`src/rtl/data_mem_arbiter.sv`:
```
// data_mem_arbiter: round-robin arbiter sharing one single-ported data memory
// between port 0 (CPU) and port 1 (DMA), with burst lock and lock watchdog.
//
// Ports:
//   clk, reset (async, active-low)
//   reqN/weN/addrN/wdataN/lockN : requester N inputs
//   gntN    : port N owns the memory this cycle
//   rvalidN : one-cycle read-complete pulse, rdataN registered read data
//   errN    : one-cycle out-of-range pulse
//   mem_addr/mem_wdata/mem_read/mem_write : memory strobes (combinational)
//   mem_rdata : memory read data (combinational from mem_addr)
module data_mem_arbiter #(
    parameter int RAM_SIZE = 256,
    parameter int MAX_LOCK = 16
) (
    input  logic        clk,
    input  logic        reset,
    input  logic        req0,
    input  logic        req1,
    input  logic        we0,
    input  logic        we1,
    input  logic [31:0] addr0,
    input  logic [31:0] addr1,
    input  logic [31:0] wdata0,
    input  logic [31:0] wdata1,
    input  logic        lock0,
    input  logic        lock1,
    output logic        gnt0,
    output logic        gnt1,
    output logic        rvalid0,
    output logic        rvalid1,
    output logic [31:0] rdata0,
    output logic [31:0] rdata1,
    output logic        err0,
    output logic        err1,
    output logic [31:0] mem_addr,
    output logic [31:0] mem_wdata,
    output logic        mem_read,
    output logic        mem_write,
    input  logic [31:0] mem_rdata
);

    localparam int LCW = $clog2(MAX_LOCK + 1);
    localparam logic [LCW-1:0] LOCK_MAX = LCW'(MAX_LOCK);
    localparam logic [31:0] ADDR_LIM = 32'(RAM_SIZE);

    typedef enum logic [1:0] {
        IDLE,
        OWN0,
        OWN1
    } state_e;

    state_e          state_q, state_d;
    logic            last_q, last_d;
    logic [LCW-1:0]  lock_cnt_q, lock_cnt_d;
    logic            rvalid0_q, rvalid0_d;
    logic            rvalid1_q, rvalid1_d;
    logic            err0_q, err0_d;
    logic            err1_q, err1_d;
    logic [31:0]     rdata0_q, rdata0_d;
    logic [31:0]     rdata1_q, rdata1_d;

    logic acc0, acc1;
    logic inr0, inr1;
    logic lock_ok;

    assign gnt0 = (state_q == OWN0);
    assign gnt1 = (state_q == OWN1);
    assign acc0 = gnt0 & req0;
    assign acc1 = gnt1 & req1;
    assign inr0 = (addr0 < ADDR_LIM);
    assign inr1 = (addr1 < ADDR_LIM);
    assign lock_ok = (lock_cnt_q < LOCK_MAX);

    assign rvalid0 = rvalid0_q;
    assign rvalid1 = rvalid1_q;
    assign err0    = err0_q;
    assign err1    = err1_q;
    assign rdata0  = rdata0_q;
    assign rdata1  = rdata1_q;

    // Strobes are suppressed for out-of-range accesses so memory is untouched.
    always_comb begin
        mem_addr  = '0;
        mem_wdata = '0;
        mem_read  = 1'b0;
        mem_write = 1'b0;
        if (acc0) begin
            mem_addr  = addr0;
            mem_wdata = wdata0;
            mem_read  = inr0 & ~we0;
            mem_write = inr0 & we0;
        end else if (acc1) begin
            mem_addr  = addr1;
            mem_wdata = wdata1;
            mem_read  = inr1 & ~we1;
            mem_write = inr1 & we1;
        end
    end

    always_comb begin
        state_d    = state_q;
        lock_cnt_d = lock_cnt_q;
        last_d     = last_q;
        unique case (state_q)
            IDLE: begin
                lock_cnt_d = '0;
                if (req0 && req1) begin
                    state_d = last_q ? OWN0 : OWN1;
                end else if (req0) begin
                    state_d = OWN0;
                end else if (req1) begin
                    state_d = OWN1;
                end
            end
            OWN0: begin
                // Lock extends ownership until the watchdog count is reached.
                if (req0 && lock0 && lock_ok) begin
                    lock_cnt_d = lock_cnt_q + 1'b1;
                end else begin
                    lock_cnt_d = '0;
                    if (req1) begin
                        state_d = OWN1;
                    end else if (!req0) begin
                        state_d = IDLE;
                    end
                end
            end
            OWN1: begin
                if (req1 && lock1 && lock_ok) begin
                    lock_cnt_d = lock_cnt_q + 1'b1;
                end else begin
                    lock_cnt_d = '0;
                    if (req0) begin
                        state_d = OWN0;
                    end else if (!req1) begin
                        state_d = IDLE;
                    end
                end
            end
            default: begin
                state_d    = IDLE;
                lock_cnt_d = '0;
            end
        endcase
        if (acc0) begin
            last_d = 1'b0;
        end else if (acc1) begin
            last_d = 1'b1;
        end
    end

    // Out-of-range reads still complete (rvalid) but return zero data.
    always_comb begin
        rvalid0_d = acc0 & ~we0;
        rvalid1_d = acc1 & ~we1;
        err0_d    = acc0 & ~inr0;
        err1_d    = acc1 & ~inr1;
        rdata0_d  = rdata0_q;
        rdata1_d  = rdata1_q;
        if (rvalid0_d) begin
            rdata0_d = inr0 ? mem_rdata : '0;
        end
        if (rvalid1_d) begin
            rdata1_d = inr1 ? mem_rdata : '0;
        end
    end

    always_ff @(posedge clk or negedge reset) begin
        if (!reset) begin
            state_q    <= IDLE;
            last_q     <= 1'b1;
            lock_cnt_q <= '0;
            rvalid0_q  <= 1'b0;
            rvalid1_q  <= 1'b0;
            err0_q     <= 1'b0;
            err1_q     <= 1'b0;
            rdata0_q   <= '0;
            rdata1_q   <= '0;
        end else begin
            state_q    <= state_d;
            last_q     <= last_d;
            lock_cnt_q <= lock_cnt_d;
            rvalid0_q  <= rvalid0_d;
            rvalid1_q  <= rvalid1_d;
            err0_q     <= err0_d;
            err1_q     <= err1_d;
            rdata0_q   <= rdata0_d;
            rdata1_q   <= rdata1_d;
        end
    end

endmodule

```
`config.mk`:
```
export PLATFORM = sky130hd
export DESIGN_NAME = data_mem_arbiter
export DESIGN_NICKNAME = d
export VERILOG_FILES = /design/src/rtl/data_mem_arbiter.sv
export SDC_FILE = /design/constraint.sdc
export NUM_CORES = 1
export LEC_CHECK = 0
export CAP_MARGIN = 10
export CORE_AREA = 5 5 114 116
export CTS_CLUSTER_DIAMETER = 60
export DETAILED_ROUTE_END_ITERATION = 8
export DIE_AREA = 0 0 119 121
export GPL_TIMING_DRIVEN = 0
export PLACE_DENSITY = 0.82
export RECOVER_POWER = 50
export SLEW_MARGIN = 20
export SYNTH_ARGS = -nofsm -noshare
export SYNTH_HDL_FRONTEND = slang
export SYNTH_SLANG_ARGS = --single-unit
```
`constraint.sdc`:
```
create_clock -name clk -period 4.03 [get_ports clk]
set_clock_uncertainty 0.15 [all_clocks]
set_input_delay 0.403 -clock clk [delete_from_list [all_inputs] [get_ports clk]]
set_output_delay 0.403 -clock clk [all_outputs]
set_load 0.01 [all_outputs]
```
==> results of run 1 <==
-- state kept, by name, summed over array words and instances, names as in the netlist --
signal	cells
err0	1
err1	1
last_q	1
lock_cnt_q	5
rdata0	32
rdata1	32
rvalid0	1
rvalid1	1
state_q	2
-- cells in the mapped netlist, types with 2 or more instances --
cell      instances  area share (%)
and4_1            2            0.45
a21oi_1           5            0.64
buf_4             9             1.7
a22o_1           64              14
clkbuf_1          6            0.58
o21ai_1          58             7.4
nor4_1           12             1.9
clkbuf_2          2            0.26
nand2b_1          4            0.64
nand3_2           2            0.51
nor2_1            7            0.67
o32ai_1           2            0.45
nor2b_1           2            0.32
buf_2            13             1.7
dfrtp_1          75              48
and2_1            2            0.32
inv_1             2            0.19
ha_1              5             1.6
nand3_1           4            0.51
nand2_1         132              13
buf_6             5             1.4
o21ai_0           7            0.90
-- layer usage --
metal  global-route usage [%]  vias up  part of all wire (%)
met5                        0        -                     0
met4                     8.33        0                   2.9
met3                     8.81       40                   8.0
met2                     44.3      203                    53
met1                     24.8     2185                    36
li1                         -     2152                     -
-- through the flow --
step	instances	worst slack, ns	setup TNS (ns)	utilization, %
global placement	882	-0.0980	-7.13	60.3
floorplan	432	1.86	0	-
global route	902	0.488	0	63.3
CTS	900	0.621	0	63.3
detailed placement	883	0.625	0	60.5
finish	902	0.642	0	63.3
-- power by group --
group | leakage [nW] | total (W) | internal, W | switching, W
Combinational | 1.98 | 0.00114 | 0.000628 | 0.000515
Sequential | 1.05 | 0.000807 | 0.000790 | 0.0000163
Clock | 0.159 | 0.000875 | 0.000559 | 0.000316
Total | 3.19 | 0.00282 | 0.00198 | 0.000847
-- final cells by class --
cell class | count | share of cell area [%]
antenna | 2 | 0.0669
buffer | 35 | 2.96
clock buffer | 10 | 3.20
clock inverter | 6 | 1.15
inverter | 4 | 0.284
multi-input combinational | 317 | 23.5
sequential | 76 | 25.5
tap | 147 | 2.46
timing repair buffer | 305 | 40.9
-- worst paths after layout --
kind / depth (start not counted) / to / slack, ns
worst max-delay path: 7 / mem_write / 0.64
worst min-delay path: 1 / lock_cnt_q[0] / 0.32
worst max register to register: 8 / rdata1[15] / 1.94
worst min register to register: 1 / lock_cnt_q[0] / 0.32
max in group asynchronous: 2 / rdata1[25] / 1.47
min in group asynchronous: 2 / rdata1[14] / 1.07
-- repair_timing --
action,4_1_cts,5_1_grt
resized for setup,0,0
hold buffers,1,0
endpoints found under the hold margin,35,0
-- cell families after synthesis --
| group | after synthesis | synth area share (%) |
|---|---|---|
| flip-flops | 76 | 48.7 |
| multiplexers | 1 | 0.288 |
| AND/OR/NAND/NOR | 172 | 18.9 |
| AO/OA/AOI/OAI | 137 | 23.9 |
| adder cells (fa/ha/maj) | 5 | 1.60 |
| XOR/XNOR | 2 | 0.448 |
| buffers and inverters | 39 | 6.21 |
==> metrics.md, run 1 <==
| Metric | Value |
|---|---|
| Pwr per Cell Area | `378 nW/um2` |
| Relative slew margins | `-39.1%` |
| RD Place Congestion | `0.886` |
| Number of CTS-inserted buffers | `9` |
| Sequential share of the synthesized area | `48.7%` |
| CP cell instances | `clkdlybuf4s50_1, nor4_1, and4_1, nand3_2, buf_2, o22ai_1, clkdlybuf4s50_1` |
| Failing checks | `max-capacitance violations, max-slew violations` |
| First-pass GRT wire length | `26.9 mm` |
| DP Area | `7140 um2` |
| Yosys warns | `0` |
| Nets | `921` |
| CP max FO | `10` |
| Hold crit path type | `reg -> reg` |
| Yosys reg bits | `76` |
| Final slew viol count | `37` |
| Final ANT Viol Nets | `0` |
| Slowest cell on crit path | `clkdlybuf4s50_1` |
| Avg WL per Cell | `19.7 um` |
| RSZ-0062 raised after global routing | `no` |
| FILL cells | `980` |
| Mapped Nets | `605` |
| Post-synth EDFFs | `0` |
| Status | `complete, but fails checks` |
| Maximum root-to-sink buffer count | `2` |
| Core Region | `11800 um2` |
| Vias | `4580` |
| H-tree levels | `3` |
| Post-layout minimum cycle time | `3.39 ns` |
| Multi-input logic area | `1760 um2` |
| WHS | `0.315 ns` |
| Die area | `14400 um2` |
| Final hold vios | `0` |
| Ys async rst share | `100%` |
| Most frequent cells in the layout | `239 x clkdlybuf4s50_1, 133 x nand2_1, 75 x dfrtp_1, 64 x a22o_1, 64 x dlygate4sd3_1` |
| CP startpoint kind | `input pin` |
| # setup viols final | `0` |
| Layout Cell Area excl Fill | `7480 um2` |
| Worst path required time | `3.48 ns` |
| Max-cap violations | `1` |
| Clock Latency Late Sink | `0.33 ns` |
| Post-Syn Instances | `432` |
| DRT Pass-1 Iters | `4` |
| Worst Setup SP | `addr0[12]` |
| DR DRC count | `0` |
| Post-DP HPWL | `14.8 mm` |
| Vias in the first global route | `4912` |
| Root buf cell | `clkbuf_16` |
| DRT iter0 DRCs | `317` |
| DIE WIDTH | `119 um` |
| Mapped Area | `3910 um2` |
| Total Power | `0.00282 W` |
| Most common cell after layout, fill and taps aside | `clkdlybuf4s50_1` |
| Gr ovfl total | `0` |
| CP Class | `in -> out` |
| Crit share post-route | `84.1%` |
| Fmax | `295 MHz` |
| Layout cells sized above 1 | `7.04%` |
| Worst hold start | `lock_cnt_q[0]` |
| FF/Latch Area | `1900 um2` |
| Vias per Instance | `5.08` |
| Post-Synthesis Mean Instance Area | `9.05 um2` |
| Largest net degree at the start of global routing | `41` |
| DRT Wirelength | `17.8 mm` |
| Total clock sinks | `76` |
| VDD IR max | `0.222 mV` |
| IO Pins | `304` |
| Post-synth cell types | `34` |
| FF-to-FF Start | `state_q[0]` |
| Post-CTS Setup Inserts | `0` |
| Crit path buf inv count | `3` |
| Synthesis-to-finish area growth | `91.3%` |
| Clk slew on worst S/H paths | `0.06 ns` |
| Worst Max-Slew Pin Slew | `2.09 ns` |
| PortBufs | `303` |
| Site Rows | `40` |
| Total GRT Usage | `23.9%` |
| CTS tree | `built` |
| Primary FF master, synth | `dfrtp_1` |
| Initial antenna violation count | `2` |
| CP top delay family | `buffers and inverters` |
| Die Span Y | `121 um` |
| Crit end category | `primary output` |
| LEAKAGE | `3.19 nW` |
| Crit path top cell by count | `clkdlybuf4s50_1` |
| Crit path largest cell delay | `0.64 ns` |
| Crit path DAT | `2.84 ns` |
| Initial Utilization | `33.1%` |
(Power assumes the default switching activity.)
==> run 2, diff against run 1 <==
Settings changed: CORE_AREA 5 5 114 116 to not set, CORE_MARGIN set to 5, CORE_UTILIZATION set to 34, DIE_AREA 0 0 119 121 to not set, PLACE_DENSITY 0.82 to 0.84.
Clock period 4.03 ns to 3.5 ns, I/O delays scaled along.
==> run 2 against run 1 <==
The run now ends clean. Sequential cell count unchanged. Core utilization up 2.6 points. Cell area is 0.18% lower.
==> metrics.md, run 2 (same netlist as run 1, synthesis figures left out) <==
| Metric | Value |
|---|---|
| Status | `finished, final reports clean` |
| CTS tree | `built` |
| Die area | `13700 um2` |
| RD Place Congestion | `0.894` |
| Total GRT Usage | `25.2%` |
| LEAKAGE | `3.20 nW` |
| Root buf cell | `clkbuf_16` |
| CP max FO | `10` |
| CTS resizes | `0` |
| Maximum root-to-sink buffer count | `2` |
| Final setup margin | `0.182 ns` |
| H-tree levels | `3` |
| CP startpoint kind | `input pin` |
| Vias per Instance | `5.18` |
| Gr ovfl total | `0` |
| Vias in the first global route | `4789` |
| Hold crit path type | `reg -> reg` |
| Initial Utilization | `34.5%` |
| CP Class | `in -> out` |
| Crit path DAT | `2.82 ns` |
| CP cell instances | `clkdlybuf4s50_1, nor4_1, and4_1, nand3_2, buf_2, o22ai_1, clkdlybuf4s50_1` |
| DP Worst Slack | `0.192 ns` |
| WHS | `0.317 ns` |
| Post-DP HPWL | `15.0 mm` |
| Worst path required time | `3.00 ns` |
| RSZ-0062 raised after global routing | `no` |
| Worst hold start | `lock_cnt_q[0]` |
| IO Pins | `304` |
| Nets | `921` |
| Clk slew on worst S/H paths | `0.06 ns` |
| Pwr per Cell Area | `440 nW/um2` |
| # hold bufs at CTS | `1` |
| FILL cells | `923` |
| FF/Latch Area | `1900 um2` |
| Setup tns final | `0 ns` |
| Crit path buf inv count | `3` |
| Slowest cell on crit path | `clkdlybuf4s50_1` |
| Number of CTS-inserted buffers | `9` |
| VDD IR max | `0.250 mV` |
| Crit path largest cell delay | `0.60 ns` |
| DRT iter0 DRCs | `278` |
| Crit share post-route | `94.8%` |
| PortBufs | `303` |
| Clock Latency Late Sink | `0.32 ns` |
| Crit path top cell by count | `clkdlybuf4s50_1` |
| Most frequent cells in the layout | `237 x clkdlybuf4s50_1, 133 x nand2_1, 75 x dfrtp_1, 66 x dlygate4sd3_1, 64 x a22o_1` |
| Post-CTS Setup Inserts | `0` |
| Initial antenna violation count | `1` |
| DRT Pass-1 Iters | `5` |
| Max-cap violations | `0` |
| Total clock sinks | `76` |
| Total Power | `0.00328 W` |
| Largest net degree at the start of global routing | `57` |
| FF-to-FF Start | `state_q[0]` |
| DRT Wirelength | `18.0 mm` |
| Avg WL per Cell | `20.1 um` |
| Synthesis-to-finish area growth | `90.9%` |
| Multi-input logic area | `1760 um2` |
| Most common cell after layout, fill and taps aside | `clkdlybuf4s50_1` |
| CP top delay family | `buffers and inverters` |
| Fmax | `301 MHz` |
| First-pass GRT wire length | `26.4 mm` |
| Site Rows | `39` |
| Post-layout minimum cycle time | `3.32 ns` |
| Relative slew margins | `6.99%` |
| Worst Max-Slew Pin Slew | `1.40 ns` |
| DR DRC count | `0` |
| Final hold vios | `0` |
| Layout cells sized above 1 | `7.04%` |
| Die Span Y | `117 um` |
| Crit end category | `primary output` |
| # setup viols final | `0` |
| Final ANT Viol Nets | `0` |
| DIE WIDTH | `117 um` |
| Worst Setup SP | `addr0[30]` |
| Final slew viol count | `0` |
| Core Region | `11300 um2` |
| Vias | `4645` |
-- run 2: changes by cell type in the layout (fill, tap and decap cells not counted), sizes merged --
cell / before / now
diode: 2 / 1
dlygate4sd3: 64 / 66
buf: 28 / 27
clkdlybuf4s50: 239 / 237
clkinv: 4 / 5
clkinvlp: 1 / 0
clkbuf: 19 / 20
-- run 2: layer usage --
| layer | GRT usage [%] | wire length [um] |
|---|---|---|
| met1 | 28.1 | 6530 |
| met2 | 47.0 | 9760 |
| met3 | 7.10 | 1310 |
| met4 | 6.50 | 396 |
| met5 | 0 | 0 |
-- run 2: through the flow --
step	utilization (%)	area [um2]	std cells
after floorplan	-	3910	432
after global placement	62.9	7120	878
after detailed placement	63.1	7150	879
after CTS	66.2	7490	896
after global routing	65.9	7460	897
final	65.9	7460	897
-- run 2: final timing paths --
| kind | slack, ns | depth (start not counted) | to |
|---|---|---|---|
| worst max-delay path | 0.18 | 7 | mem_write |
| worst min-delay path | 0.32 | 1 | lock_cnt_q[0] |
| worst max register to register | 1.47 | 8 | rdata1[13] |
| worst min register to register | 0.32 | 1 | lock_cnt_q[0] |
| max in group asynchronous | 0.63 | 3 | lock_cnt_q[3] |
| min in group asynchronous | 0.62 | 2 | rdata0[7] |
-- run 2: where the power goes --
group          switching, W  leakage [nW]  internal, W
Sequential        0.0000192          1.05     0.000910
Clock              0.000368         0.163     0.000650
Combinational      0.000614          1.98     0.000721
Total               0.00100          3.20      0.00228
-- run 2: area by class of cell --
| type | count | share of cell area [%] |
|---|---|---|
| diodes | 1 | 0.0335 |
| inverters | 4 | 0.285 |
| plain buffers | 35 | 2.97 |
| clock inverters | 6 | 1.27 |
| well taps | 143 | 2.40 |
| repair buffers | 305 | 40.8 |
| multi-input cells | 317 | 23.6 |
| clock buffers | 10 | 3.20 |
| flip-flops and latches | 76 | 25.5 |
==> run 3, diff against run 2 <==
--- a/constraint.sdc
+++ b/constraint.sdc
@@ -3,3 +3,3 @@
 set_input_delay 0.35 -clock clk [delete_from_list [all_inputs] [get_ports clk]]
 set_output_delay 0.35 -clock clk [all_outputs]
-set_load 0.01 [all_outputs]
+set_load 0.005 [all_outputs]
==> run 3 against run 2 <==
Global-route usage stayed put. Sequential cell count stayed put. Largest power group unchanged. Fmax rose by 0.96%.
==> metrics.md, run 3 (same netlist as run 1, synthesis figures left out) <==
| Metric | Value |
|---|---|
| Vias per Instance | `5.19` |
| Worst Setup SP | `addr0[30]` |
| IO Pins | `304` |
| Final ANT Viol Nets | `0` |
| Post-DP HPWL | `15.0 mm` |
| # setup viols final | `0` |
| Most frequent cells in the layout | `235 x clkdlybuf4s50_1, 132 x nand2_1, 75 x dfrtp_1, 68 x dlygate4sd3_1, 64 x a22o_1` |
| CP top delay family | `buffers and inverters` |
| Hold crit path type | `reg -> reg` |
| RD Place Congestion | `0.894` |
| Final core utilization | `65.9%` |
| Crit end category | `primary output` |
| LEAKAGE | `3.20 nW` |
| FF-to-FF Start | `state_q[0]` |
| CTS resizes | `0` |
| Final slew viol count | `0` |
| # hold bufs at CTS | `1` |
| Die Span Y | `117 um` |
| PortBufs | `303` |
| Crit path DAT | `2.79 ns` |
| Clock Latency Late Sink | `0.32 ns` |
| Die area | `13700 um2` |
| Root buf cell | `clkbuf_16` |
| Gr ovfl total | `0` |
| First-pass GRT wire length | `26.4 mm` |
| Total GRT Usage | `25.2%` |
| DR DRC count | `0` |
| Layout cells sized above 1 | `7.17%` |
| DRT Pass-1 Iters | `5` |
| Total clock sinks | `76` |
| Core Region | `11300 um2` |
| Final setup margin | `0.213 ns` |
| Reg-to-reg slack, setup | `1.50 ns` |
| Relative slew margins | `7.04%` |
| Avg WL per Cell | `20.1 um` |
| Uppermost layer routed | `met4` |
| DP Worst Slack | `0.226 ns` |
| Initial Utilization | `34.5%` |
| Clk slew on worst S/H paths | `0.06 ns` |
| RR Endpoint | `rdata1[13]` |
| Worst path required time | `3.00 ns` |
| DRT iter0 DRCs | `277` |
| CP cell instances | `clkdlybuf4s50_1, nor4_1, and4_1, nand3_2, buf_2, o22ai_1, clkdlybuf4s50_1` |
| Worst Max-Slew Pin Slew | `1.39 ns` |
| Post-layout minimum cycle time | `3.29 ns` |
| Status | `finished, final reports clean` |
| CP max FO | `10` |
| Total Power | `0.00321 W` |
| VDD IR max | `0.250 mV` |
| Fmax | `304 MHz` |
| CP startpoint kind | `input pin` |
| Nets | `921` |
| H-tree levels | `3` |
| Critical path destination | `mem_write` |
| Max-cap violations | `0` |
| Crit share post-route | `93.9%` |
| Synthesis-to-finish area growth | `91.0%` |
| Placed Cells | `879` |
| FILL cells | `922` |
| Slowest cell on crit path | `clkdlybuf4s50_1` |
| CP Class | `in -> out` |
| Maximum root-to-sink buffer count | `2` |
| DRT met1 WL | `6.55 mm` |
| Crit path top cell by count | `clkdlybuf4s50_1` |
| Crit path buf inv count | `3` |
| WHS | `0.317 ns` |
| Post-CTS Setup Inserts | `0` |
| Initial antenna violation count | `1` |
| DRT Wirelength | `18.0 mm` |
| CTS tree | `built` |
| Pwr per Cell Area | `430 nW/um2` |
| Met3 Routed Length | `1.29 mm` |
| DIE WIDTH | `117 um` |
| Vias in the first global route | `4789` |
| Vias | `4652` |
| Number of CTS-inserted buffers | `9` |
| Levels on crit path | `7` |
| Final hold vios | `0` |
| Met2 wire length | `9.76 mm` |
| Most common cell after layout, fill and taps aside | `clkdlybuf4s50_1` |
| Post-route insts no fill | `897` |
| RSZ-0062 raised after global routing | `no` |
| Largest net degree at the start of global routing | `57` |
| Site Rows | `39` |
| R2r worst-path depth | `8` |
| Crit path largest cell delay | `0.57 ns` |
[run 3: power breakdown]
part           switching (W)  leakage, nW  internal, W
clock network       0.000369        0.163     0.000650
logic               0.000541         1.98     0.000720
registers          0.0000192         1.05     0.000910
total               0.000929         3.20      0.00228
[run 3: routing by layer]
| metal | track usage, % | vias up |
|---|---|---|
| met5 | 0 | - |
| met4 | 6.50 | 0 |
| met3 | 7.10 | 20 |
| met2 | 47.0 | 201 |
| met1 | 28.1 | 2268 |
| li1 | - | 2163 |
[run 3: how the worst min path moves through the flow]
stage,start,to,slack (ns),cells after the start
final,lock_cnt_q[0],lock_cnt_q[0],0.32,1
after global routing,lock_cnt_q[0],lock_cnt_q[0],0.35,1
after CTS,reset,rdata1[7],0.30,2
after detailed placement,reset,rdata1[7],0.11,1
after global placement,lock_cnt_q[0],lock_cnt_q[0],0.30,1
after floorplan,reset,err0,-0.1,0
[run 3: final cells by class]
class / instances / area [um2] / area share, %
Sequential cell: 76 / 1900 / 25.5
Clock inverter: 6 / 95.1 / 1.27
Inverter: 4 / 21.3 / 0.285
Antenna cell: 1 / 2.50 / 0.0335
Timing Repair Buffer: 305 / 3040 / 40.7
Multi-Input combinational cell: 317 / 1760 / 23.6
Tap cell: 143 / 179 / 2.40
Clock buffer: 10 / 239 / 3.20
Buffer: 35 / 221 / 2.97
[run 3: stage by stage]
| step | setup TNS [ns] | cell area [um2] |
|---|---|---|
| CTS | 0 | 7490 |
| finish | 0 | 7470 |
| floorplan | 0 | 3910 |
| global route | 0 | 7470 |
| global placement | -42.13 | 7120 |
| detailed placement | 0 | 7150 |
